--- config.mk ---
export PLATFORM = sky130hd
export DESIGN_NAME = exec_muldiv_unit
export DESIGN_NICKNAME = d
export VERILOG_FILES = /design/src/rtl/pipeline_types_pkg.sv /design/src/rtl/muldiv_step.sv /design/src/rtl/exec_muldiv_unit.sv
export SDC_FILE = /design/constraint.sdc
export NUM_CORES = 1
export LEC_CHECK = 0
export BUFFER_PORTS_ARGS = -buffer_cell sky130_fd_sc_hd__buf_2
export CAP_MARGIN = 0
export CORE_MARGIN = 3
export CORE_UTILIZATION = 50
export DETAILED_ROUTE_END_ITERATION = 7
export MAX_ROUTING_LAYER = met4
export PLACE_DENSITY = 0.71
export SKIP_CTS_REPAIR_TIMING = 1
export SYNTH_ARGS = -nofsm -noshare
export SYNTH_HDL_FRONTEND = slang
export SYNTH_SLANG_ARGS = --single-unit
export TNS_END_PERCENT = 30
--- constraint.sdc ---
create_clock -name clk -period 7.9 [get_ports clk]
set_clock_uncertainty 0.1 [all_clocks]
set_input_delay 0.395 -clock clk [delete_from_list [all_inputs] [get_ports clk]]
set_output_delay 0.395 -clock clk [all_outputs]
set_load 0.03 [all_outputs]
--- src/rtl/pipeline_types_pkg.sv ---
// Shared pipeline types: the M-extension operation code and small
// classification helpers used by the multiply/divide execution unit.
package pipeline_types_pkg;

  // RV32M funct3 ordering, so the decoder can pass funct3 straight through.
  typedef enum logic [2:0] {
    MD_MUL    = 3'd0,
    MD_MULH   = 3'd1,
    MD_MULHSU = 3'd2,
    MD_MULHU  = 3'd3,
    MD_DIV    = 3'd4,
    MD_DIVU   = 3'd5,
    MD_REM    = 3'd6,
    MD_REMU   = 3'd7
  } muldiv_code_e;

  function automatic logic is_div(input muldiv_code_e code);
    return code inside {MD_DIV, MD_DIVU, MD_REM, MD_REMU};
  endfunction

  function automatic logic is_rem(input muldiv_code_e code);
    return code inside {MD_REM, MD_REMU};
  endfunction

  // rs1 is treated as two's complement for these codes.
  function automatic logic op1_signed(input muldiv_code_e code);
    return code inside {MD_MULH, MD_MULHSU, MD_DIV, MD_REM};
  endfunction

  // rs2 is treated as two's complement for these codes (MULHSU excluded).
  function automatic logic op2_signed(input muldiv_code_e code);
    return code inside {MD_MULH, MD_DIV, MD_REM};
  endfunction

endpackage

--- src/rtl/muldiv_step.sv ---
// Combinational STEP-bit iteration of the shared multiply/divide datapath.
// acc holds {hi, lo}. Multiply: shift-add, hi accumulates the partial
// product, lo shifts out multiplier bits. Divide: restoring, hi is the
// partial remainder, lo shifts dividend bits out and quotient bits in.
module muldiv_step #(
  parameter int XLEN = 32,
  parameter int STEP = 1
) (
  input  logic                is_div,
  input  logic [2*XLEN-1:0]   acc_in,
  input  logic [XLEN-1:0]     operand,
  output logic [2*XLEN-1:0]   acc_out
);

  logic [2*XLEN-1:0] acc;
  logic [XLEN:0]     wide;
  logic [XLEN:0]     diff;

  // Unrolled STEP iterations of add-and-shift or subtract-and-shift.
  always_comb begin
    // NOTE: every variable gets a default first so no path can infer a latch;
    // blocking assignments are intentional here, each unrolled iteration
    // must see the value produced by the previous one.
    acc  = acc_in;
    wide = '0;
    diff = '0;
    for (int i = 0; i < STEP; i++) begin
      if (is_div) begin
        // Shift the next dividend bit into the remainder and trial-subtract.
        wide = acc[2*XLEN-1:XLEN-1];
        diff = wide - {1'b0, operand};
        if (!diff[XLEN]) acc = {diff[XLEN-1:0], acc[XLEN-2:0], 1'b1};
        else             acc = {wide[XLEN-1:0], acc[XLEN-2:0], 1'b0};
      end else begin
        // Add the multiplicand when the current multiplier bit is set,
        // then shift the carry-extended sum right by one.
        wide = {1'b0, acc[2*XLEN-1:XLEN]} + (acc[0] ? {1'b0, operand} : '0);
        acc  = {wide, acc[XLEN-1:1]};
      end
    end
    acc_out = acc;
  end

endmodule

--- src/rtl/exec_muldiv_unit.sv ---
// Iterative RV32M multiply/divide execution unit. Operates on operand
// magnitudes, retiring STEP bits per cycle, with special-case fast paths
// (divide by zero, signed overflow) and final sign correction done here.
module exec_muldiv_unit
  import pipeline_types_pkg::*;
#(
  parameter int XLEN  = 32,
  parameter int STEP  = 1,
  parameter int TAG_W = 5
) (
  input  logic             clk,
  input  logic             rst,
  input  logic             flush,
  input  logic             in_valid,
  output logic             in_ready,
  input  logic [2:0]       in_code,
  input  logic [XLEN-1:0]  in_op1,
  input  logic [XLEN-1:0]  in_op2,
  input  logic [TAG_W-1:0] in_tag,
  output logic             out_valid,
  input  logic             out_ready,
  output logic [XLEN-1:0]  out_result,
  output logic [TAG_W-1:0] out_tag,
  output logic             busy
);

  localparam int K     = XLEN / STEP;
  localparam int CNT_W = $clog2(K) + 1;

  typedef enum logic [1:0] {S_IDLE, S_CALC, S_DONE} state_e;

  state_e            state;
  logic [CNT_W-1:0]  cnt;
  muldiv_code_e      code_q;
  logic              neg_q;
  logic              fast_q;
  logic [2*XLEN-1:0] acc_q;
  logic [XLEN-1:0]   opd_q;

  muldiv_code_e      code_in;
  logic              accept;
  logic              s1, s2;
  logic [XLEN-1:0]   mag1, mag2;
  logic              div_zero, div_ovf;
  logic [XLEN-1:0]   special_res;
  logic              neg_in;

  logic [2*XLEN-1:0] acc_nx;
  logic [2*XLEN-1:0] prod;
  logic [XLEN-1:0]   div_raw;
  logic [XLEN-1:0]   final_res;

  assign code_in  = muldiv_code_e'(in_code);
  assign busy     = (state != S_IDLE);
  assign in_ready = !rst && !flush &&
                    ((state == S_IDLE) || ((state == S_DONE) && out_ready));
  assign accept   = in_valid && in_ready;

  // Accept-time decode: operand magnitudes, result sign and fast-path cases.
  always_comb begin
    s1          = op1_signed(code_in) && in_op1[XLEN-1];
    s2          = op2_signed(code_in) && in_op2[XLEN-1];
    mag1        = s1 ? -in_op1 : in_op1;
    mag2        = s2 ? -in_op2 : in_op2;
    div_zero    = is_div(code_in) && (in_op2 == '0);
    div_ovf     = (code_in inside {MD_DIV, MD_REM}) &&
                  (in_op1 == {1'b1, {(XLEN-1){1'b0}}}) && (in_op2 == '1);
    // Remainder follows the dividend's sign; product/quotient follow s1^s2.
    neg_in      = is_rem(code_in) ? s1 : (s1 ^ s2);
    special_res = '0;
    if (div_zero)     special_res = is_rem(code_in) ? in_op1 : '1;
    else if (div_ovf) special_res = is_rem(code_in) ? '0 : in_op1;
  end

  muldiv_step #(
    .XLEN (XLEN),
    .STEP (STEP)
  ) u_step (
    .is_div  (is_div(code_q)),
    .acc_in  (acc_q),
    .operand (opd_q),
    .acc_out (acc_nx)
  );

  // Sign correction and half selection applied to the final iteration output.
  always_comb begin
    prod    = neg_q ? -acc_nx : acc_nx;
    div_raw = is_rem(code_q) ? acc_nx[2*XLEN-1:XLEN] : acc_nx[XLEN-1:0];
    if (is_div(code_q))        final_res = neg_q ? -div_raw : div_raw;
    else if (code_q == MD_MUL) final_res = prod[XLEN-1:0];
    else                       final_res = prod[2*XLEN-1:XLEN];
  end

  // Control FSM and datapath registers; flush outranks any handshake.
  always_ff @(posedge clk or posedge rst) begin
    if (rst) begin
      state      <= S_IDLE;
      cnt        <= '0;
      code_q     <= MD_MUL;
      neg_q      <= 1'b0;
      fast_q     <= 1'b0;
      acc_q      <= '0;
      opd_q      <= '0;
      out_valid  <= 1'b0;
      out_result <= '0;
      out_tag    <= '0;
    end else if (flush) begin
      state     <= S_IDLE;
      out_valid <= 1'b0;
    end else if (accept) begin
      // Covers both a fresh accept in IDLE and a zero-bubble accept in DONE.
      state     <= S_CALC;
      cnt       <= '0;
      code_q    <= code_in;
      neg_q     <= neg_in;
      fast_q    <= div_zero || div_ovf;
      acc_q     <= {{XLEN{1'b0}}, mag1};
      opd_q     <= mag2;
      out_tag   <= in_tag;
      out_valid <= 1'b0;
      if (div_zero || div_ovf) out_result <= special_res;
    end else begin
      case (state)
        S_CALC: begin
          if (fast_q) begin
            state     <= S_DONE;
            out_valid <= 1'b1;
          end else begin
            acc_q <= acc_nx;
            cnt   <= cnt + CNT_W'(1);
            if (cnt == CNT_W'(K - 1)) begin
              state      <= S_DONE;
              out_valid  <= 1'b1;
              out_result <= final_res;
            end
          end
        end
        S_DONE: begin
          if (out_ready) begin
            state     <= S_IDLE;
            out_valid <= 1'b0;
          end
        end
        default: state <= S_IDLE;
      endcase
    end
  end

endmodule

Word-level counts from Yosys, hierarchy flattened
Cells that the tools add are included.
Cells by class
  reduce and logical (&&, ||, !) cells: 32
  equality and inequality tests: 19
  $add $sub $neg: 7
  bitwise gates (word level): 2
  multiplexer cells: 38
Operator list (number)
  $mux W32: 16
  $mux W64: 6
  $neg A32 Y32: 3
  $eq A32 B32 Y1 const B: 2
  $neg A64 Y64: 1
  $add A32 B33 Y33: 1
  $sub A33 B32 Y33: 1
  $logic_not A32 Y1: 1
  $eq A3 B3 Y1 const B: 8
  $mux W6: 3
  $reduce_bool A4 Y1: 4
  $reduce_bool A2 Y1: 6
  $mux W2: 5
  $logic_and A1 B1 Y1: 9
  $add A6 B1 Y6 const B: 1
  $eq A6 B5 Y1 const B: 1
  $mux W1: 6
  $reduce_and A3 Y1: 2
  $ne A5 B5 Y1 const B: 1
  $reduce_and A5 Y1: 1
  $ne A2 B1 Y1 const B: 2
  $ne A4 B4 Y1 const B: 1
  $pmux W2 S2: 1
  $reduce_and A2 Y1: 2
  12 further kinds: 14
Word-level totals
  output and inout bits: 40
  input bits: 77
  logic and storage cells: 108
  bits in registers: 147

Longest topological paths before layout
  depth after elaboration: 11
  gate-level depth with buffers: 27
  mapped depth without buffers: 24

Modules after synthesis
From an unflattened synthesis, not the netlist that was laid out.
Unflattened totals
  cell total of the unflattened synthesis: 2241
  area, all modules: 16419.5 sq um
By module, submodules not included
  exec_muldiv_unit: cells an instance 1547, area each 11652.4 sq um, instances 1, sequential area each 3678.5 sq um
  muldiv_step: cells an instance 694, area each 4767.1 sq um, instances 1, sequential area each 0.0 sq um

Worst setup path before layout
OpenSTA, ideal clock, no wires.
  kind: register to register
  start: register acc_q[31]
  end: register out_result[26]
  arrival time: 5.704 ns
  path slack: 1.974 ns
  required time: 7.678 ns
  setup time: 0.122 ns
  stages on the path, launching flop included: 28
  cells stage by stage: dfrtp_1 > inv_1 > ha_1 > fa_1 > nor2b_1 > o2111ai_2 > a21oi_4 > o211a_2 > o21ai_2 > buf_4 > nand2_1 > buf_4 > clkbuf_1 > nor2_1 > a21oi_1 > ha_1 > o21ai_0 > nor3_1 > and2_1 > nand4_1 > nor4_4 > nand3_2 > or3_1 > buf_6 > or3_1 > o31ai_1 > o31ai_1 > a32o_1
On the way
  word-level cells in the longest chain between the ends: 11
Ends and longest elaborated chain
  start, declared: line exec_muldiv_unit.sv:37  | logic [2*XLEN-1:0] acc_q;
  start signal, assigned: line exec_muldiv_unit.sv:117  | acc_q <= {{XLEN{1'b0}}, mag1};
  start signal, assigned: line exec_muldiv_unit.sv:129  | acc_q <= acc_nx;
  $sub A33 B32 Y33: line muldiv_step.sv:31  | diff = wide - {1'b0, operand};
  $mux W64: line muldiv_step.sv:32  | if (!diff[XLEN]) acc = {diff[XLEN-1:0], acc[XLEN-2:0], 1'b1};
  $mux W64 (*): line muldiv_step.sv:28  | if (is_div) begin
  $neg A64 Y64 or $mux W32 (tied branches): line exec_muldiv_unit.sv:87, exec_muldiv_unit.sv:88
  $mux W64 or $neg A32 Y32 (tied branches): line exec_muldiv_unit.sv:87, exec_muldiv_unit.sv:89
  $mux W32, on equally long branches: line exec_muldiv_unit.sv:90, exec_muldiv_unit.sv:89
  $mux W32 (*): line exec_muldiv_unit.sv:89  | if (is_div(code_q)) final_res = neg_q ? -div_raw : div_raw;
  $mux W32 (*): line exec_muldiv_unit.sv:131  | if (cnt == CNT_W'(K - 1)) begin
  $mux W32 (*): line exec_muldiv_unit.sv:125  | if (fast_q) begin
  $mux W32 (*): line exec_muldiv_unit.sv:123  | case (state)
  $mux W32 (*): line exec_muldiv_unit.sv:110  | end else if (accept) begin
  end signal, assigned: line exec_muldiv_unit.sv:121  | if (div_zero || div_ovf) out_result <= special_res;
  end signal, assigned: line exec_muldiv_unit.sv:134  | out_result <= final_res;
  end, declared: line exec_muldiv_unit.sv:22  | output logic [XLEN-1:0] out_result,
Mark *: on every way between the ends. The rest lies on a longest branch, timed or not. The select of a mux whose other input is x is not followed.
A chain may end at the register's enable or synchronous reset.

Worst setup path after layout
Ends and elaborated chain as after synthesis.

==> impl_metrics.tcl <==
set metrics [dict create \
    fin_tns_setup_ps 0 \
    clock.fmax_ghz 0.151 \
    critical_path_required_ps 8160 \
    timing.critical_path.fanout_max 23 \
    most-common-layout-cells "sky130_fd_sc_hd__nand2_1, sky130_fd_sc_hd__o21ai_0, sky130_fd_sc_hd__nor2_1, sky130_fd_sc_hd__a21oi_1, sky130_fd_sc_hd__dfrtp_1" \
    instance_area_at_placement_sq_um 17900 \
    syn_inst 2327 \
    preCtsSetupSlack_ps 1510 \
    design.core.area_sq_um 33600 \
    syn2layout_area_growth_pct 8.19 \
    clockRootBuffer "sky130_fd_sc_hd__clkbuf_16" \
    synth_fp_nets 2480 \
    design.portCount 117 \
    worst_ir_drop_vdd_mv 0.239 \
    violations_in_the_final_reports "hold timing" \
    post_route_cells_drive_above_1_share_pct 11.2 \
    clk_path_buf_depth 2 \
    std_cell_rows 67 \
    die-width_um 191 \
    stdcell_area_sq_um 18500 \
    pin_count_of_the_biggest_net_entering_global_routing 86 \
    stdcell_count 2817 \
    synth_seq_area_share_pct 21.5 \
    grt_antenna_before_repair 6 \
    timing.final.ws_setup_ps 1280 \
    fin_crit_sh_pct 83.8 \
    hpwlAfterDp_um 51700 \
    vias 19000 \
    grt_util_all_layers_pct 38.0 \
    fp.dieH_um 191 \
    crit_path_end_kind "register" \
    slew_violations 0 \
    yosys_warnings 0 \
    drt_antenna_net_count 0 \
    detail_route.first_pass.iterations 8 \
    wl_per_cell_um 24.5 \
    powerDensity_nw_per_um2 315 \
    clk_latency_ps 480 \
    tritoncts.num_buffers 17 \
    finalNetCount 2505 \
    count_of_max_cap_constraint_violations 0 \
    measured_slew_at_the_worst_slew_check_pin_ps 1290 \
    data_arrival_time_of_the_critical_path_ps 6880 \
    clkTransAtPathRegs_ps 70 \
    final_common_cell "sky130_fd_sc_hd__nand2_1" \
    start_kind "register" \
    rsz_0062_raised_after_global_routing "no" \
    p_leak_nw 7.68 \
    die_area_sq_um 36500 \
    port_buffers 116 \
    post-synth-top-area-fraction_pct 21.5 \
    mappedNetlistArea_sq_um 17100 \
    drt_iter0_drc 2279 \
    tritoncts_num_sinks 147 \
    first_global_vias 17300 \
    netlist-cell-type-count 107 \
    post_synth_main_area_contributors "sky130_fd_sc_hd__dfrtp_1, sky130_fd_sc_hd__nand2_1, sky130_fd_sc_hd__o21ai_0, sky130_fd_sc_hd__a21oi_1, sky130_fd_sc_hd__ha_1" \
    min_path_type "in2async" \
    syn_area_per_cell_sq_um 7.35 \
    first_pass_grt_wire_length_um 104000 \
    synth_edf_count 0 \
    synth_async_sr_flop_share_pct 100 \
    tritoncts "built" \
    worst_slew_margin_relative_to_its_limit_pct 13.2 \
    finalHoldWorstSlack_ps -64.0 \
    initial_core_utilization_pct 50.9 \
    route.detailed.vias_per_inst 6.74 \
    h-tree-depth 4 \
    weighted_congestion_at_the_end_of_routability_driven_global_placement 1.04 \
    setup-violations-final 0 \
    synth_seq_cells 147 \
    overflow_left_after_global_routing 0 \
    drc_errors 0 \
    place_inst 2781 \
    worstSetupPathType "reg2reg" \
    min_period_ps 6620 \
    wirelength_um 69000 \
    endpoints_failing_hold 43 \
    area_leader_netlist "sky130_fd_sc_hd__dfrtp_1" \
    synth_top_flop_cell "sky130_fd_sc_hd__dfrtp_1" \
    status "complete, but fails checks" \
]
==> stage by stage <==
stage | hold WS [ps] | power [W] | util [%]
floorplan | 361 | 0.00370 | -
global placement | 356 | 0.00476 | 53.2
detailed placement | 362 | 0.00479 | 53.2
CTS | -11.1 | 0.00571 | 55.0
global route | 13.8 | 0.00613 | 55.0
finish | -64.0 | 0.00583 | 55.0
==> critical path, cell delays in order (launching register included) <==
cell and delay (ps):
sky130_fd_sc_hd__dfrtp_1 450, sky130_fd_sc_hd__inv_1 120, sky130_fd_sc_hd__ha_1 250, sky130_fd_sc_hd__fa_1 410, sky130_fd_sc_hd__nor2b_1 280, sky130_fd_sc_hd__o2111ai_2 240
sky130_fd_sc_hd__a21oi_4 300, sky130_fd_sc_hd__o211a_2 300, sky130_fd_sc_hd__o21ai_2 60, sky130_fd_sc_hd__buf_4 260, sky130_fd_sc_hd__nand2_1 120, sky130_fd_sc_hd__nor2_1 60
sky130_fd_sc_hd__a21oi_1 300, sky130_fd_sc_hd__ha_1 280, sky130_fd_sc_hd__o21ai_0 100, sky130_fd_sc_hd__nor3_1 250, sky130_fd_sc_hd__and2_1 280, sky130_fd_sc_hd__nand4_1 230
sky130_fd_sc_hd__nor4_4 300, sky130_fd_sc_hd__nand3_2 190, sky130_fd_sc_hd__or3_1 590, sky130_fd_sc_hd__or3_1 410, sky130_fd_sc_hd__o31ai_1 210, sky130_fd_sc_hd__o31ai_1 110
sky130_fd_sc_hd__a32o_1 270
==> report_power, final <==
| group | total, W | switching, W | internal (W) | leakage (nW) |
|---|---|---|---|---|
| Clock | 0.000915 | 0.000406 | 0.000510 | 0.305 |
| Sequential | 0.00119 | 0.000248 | 0.000940 | 1.89 |
| Combinational | 0.00373 | 0.00247 | 0.00126 | 5.49 |
| Total | 0.00583 | 0.00312 | 0.00271 | 7.68 |
==> layer usage <==
layer	vias to the layer above	GRT usage [%]	wire length, um
li1	8632	-	-
met1	9109	50.1	28800
met2	1029	57.7	31000
met3	204	7.12	6260
met4	0	15.1	3020
met5	-	-	0
==> layout make-up <==
class,count,area [sq um]
Multi-Input combinational cell,1968,12500
Tap cell,448,561
Timing Repair Buffer,151,843
Sequential cell,147,3680
Inverter,67,256
Clock inverter,14,179
Fill cell,3316,15100
Antenna cell,4,10.0
Clock buffer,18,439
==> sequential cells by signal, indices dropped and copies added, names as in the netlist <==
register,cells
code_q,3
out_valid,1
opd_q,32
fast_q,1
neg_q,1
cnt,6
state,2
out_tag,5
acc_q,64
out_result,32
==> cells in the mapped netlist (7+ instances only) <==
cell / instances
sky130_fd_sc_hd__inv_1: 65
sky130_fd_sc_hd__xor2_1: 63
sky130_fd_sc_hd__or2_2: 11
sky130_fd_sc_hd__o21ai_0: 204
sky130_fd_sc_hd__and2_1: 48
sky130_fd_sc_hd__nor3b_1: 8
sky130_fd_sc_hd__nand3b_1: 10
sky130_fd_sc_hd__o21a_1: 23
sky130_fd_sc_hd__mux2_2: 15
sky130_fd_sc_hd__ha_1: 74
sky130_fd_sc_hd__and4_1: 10
sky130_fd_sc_hd__buf_1: 22
sky130_fd_sc_hd__nand2_1: 310
sky130_fd_sc_hd__a2111oi_0: 7
sky130_fd_sc_hd__nand2b_1: 18
sky130_fd_sc_hd__a31oi_1: 51
sky130_fd_sc_hd__a21oi_1: 193
sky130_fd_sc_hd__a211o_1: 12
sky130_fd_sc_hd__a21o_1: 26
sky130_fd_sc_hd__or4_1: 8
sky130_fd_sc_hd__nor2_1: 200
sky130_fd_sc_hd__nand4_1: 30
sky130_fd_sc_hd__clkbuf_1: 96
sky130_fd_sc_hd__nor4_1: 16
sky130_fd_sc_hd__nor2b_1: 8
sky130_fd_sc_hd__o41ai_1: 19
sky130_fd_sc_hd__a211oi_1: 37
sky130_fd_sc_hd__nand3_1: 60
sky130_fd_sc_hd__dfrtp_1: 147
sky130_fd_sc_hd__o21ai_1: 9
sky130_fd_sc_hd__buf_6: 11
sky130_fd_sc_hd__o211ai_1: 44
sky130_fd_sc_hd__o31ai_1: 41
sky130_fd_sc_hd__xnor2_1: 97
sky130_fd_sc_hd__nor3_1: 74
sky130_fd_sc_hd__and3_1: 15
sky130_fd_sc_hd__mux2i_1: 55
sky130_fd_sc_hd__or3_1: 24
sky130_fd_sc_hd__o21bai_1: 8
sky130_fd_sc_hd__buf_2: 13
==> worst paths after layout <==
check,slack [ps],endpoint,start,cells past startpoint
worst min-delay path,-60,out_valid,rst,2
worst min register to register,380,out_tag[0],out_tag[0],2
max in group asynchronous,6160,code_q[2],rst,3
worst max-delay path,1280,out_result[26],acc_q[31],24
worst max register to register,1280,out_result[26],acc_q[31],24
min in group clk,10,out_tag[4],in_tag[4],3
==> cells by family after synthesis <==
family	count (synthesis)	synth area share (%)
compound gates	788	30.6
xor+xnor	160	8.19
fa+ha+maj	76	5.65
buf+inv	212	5.30
flops	147	21.5
mux	70	4.21
simple gates	874	24.6
(Power assumes the default switching activity.)
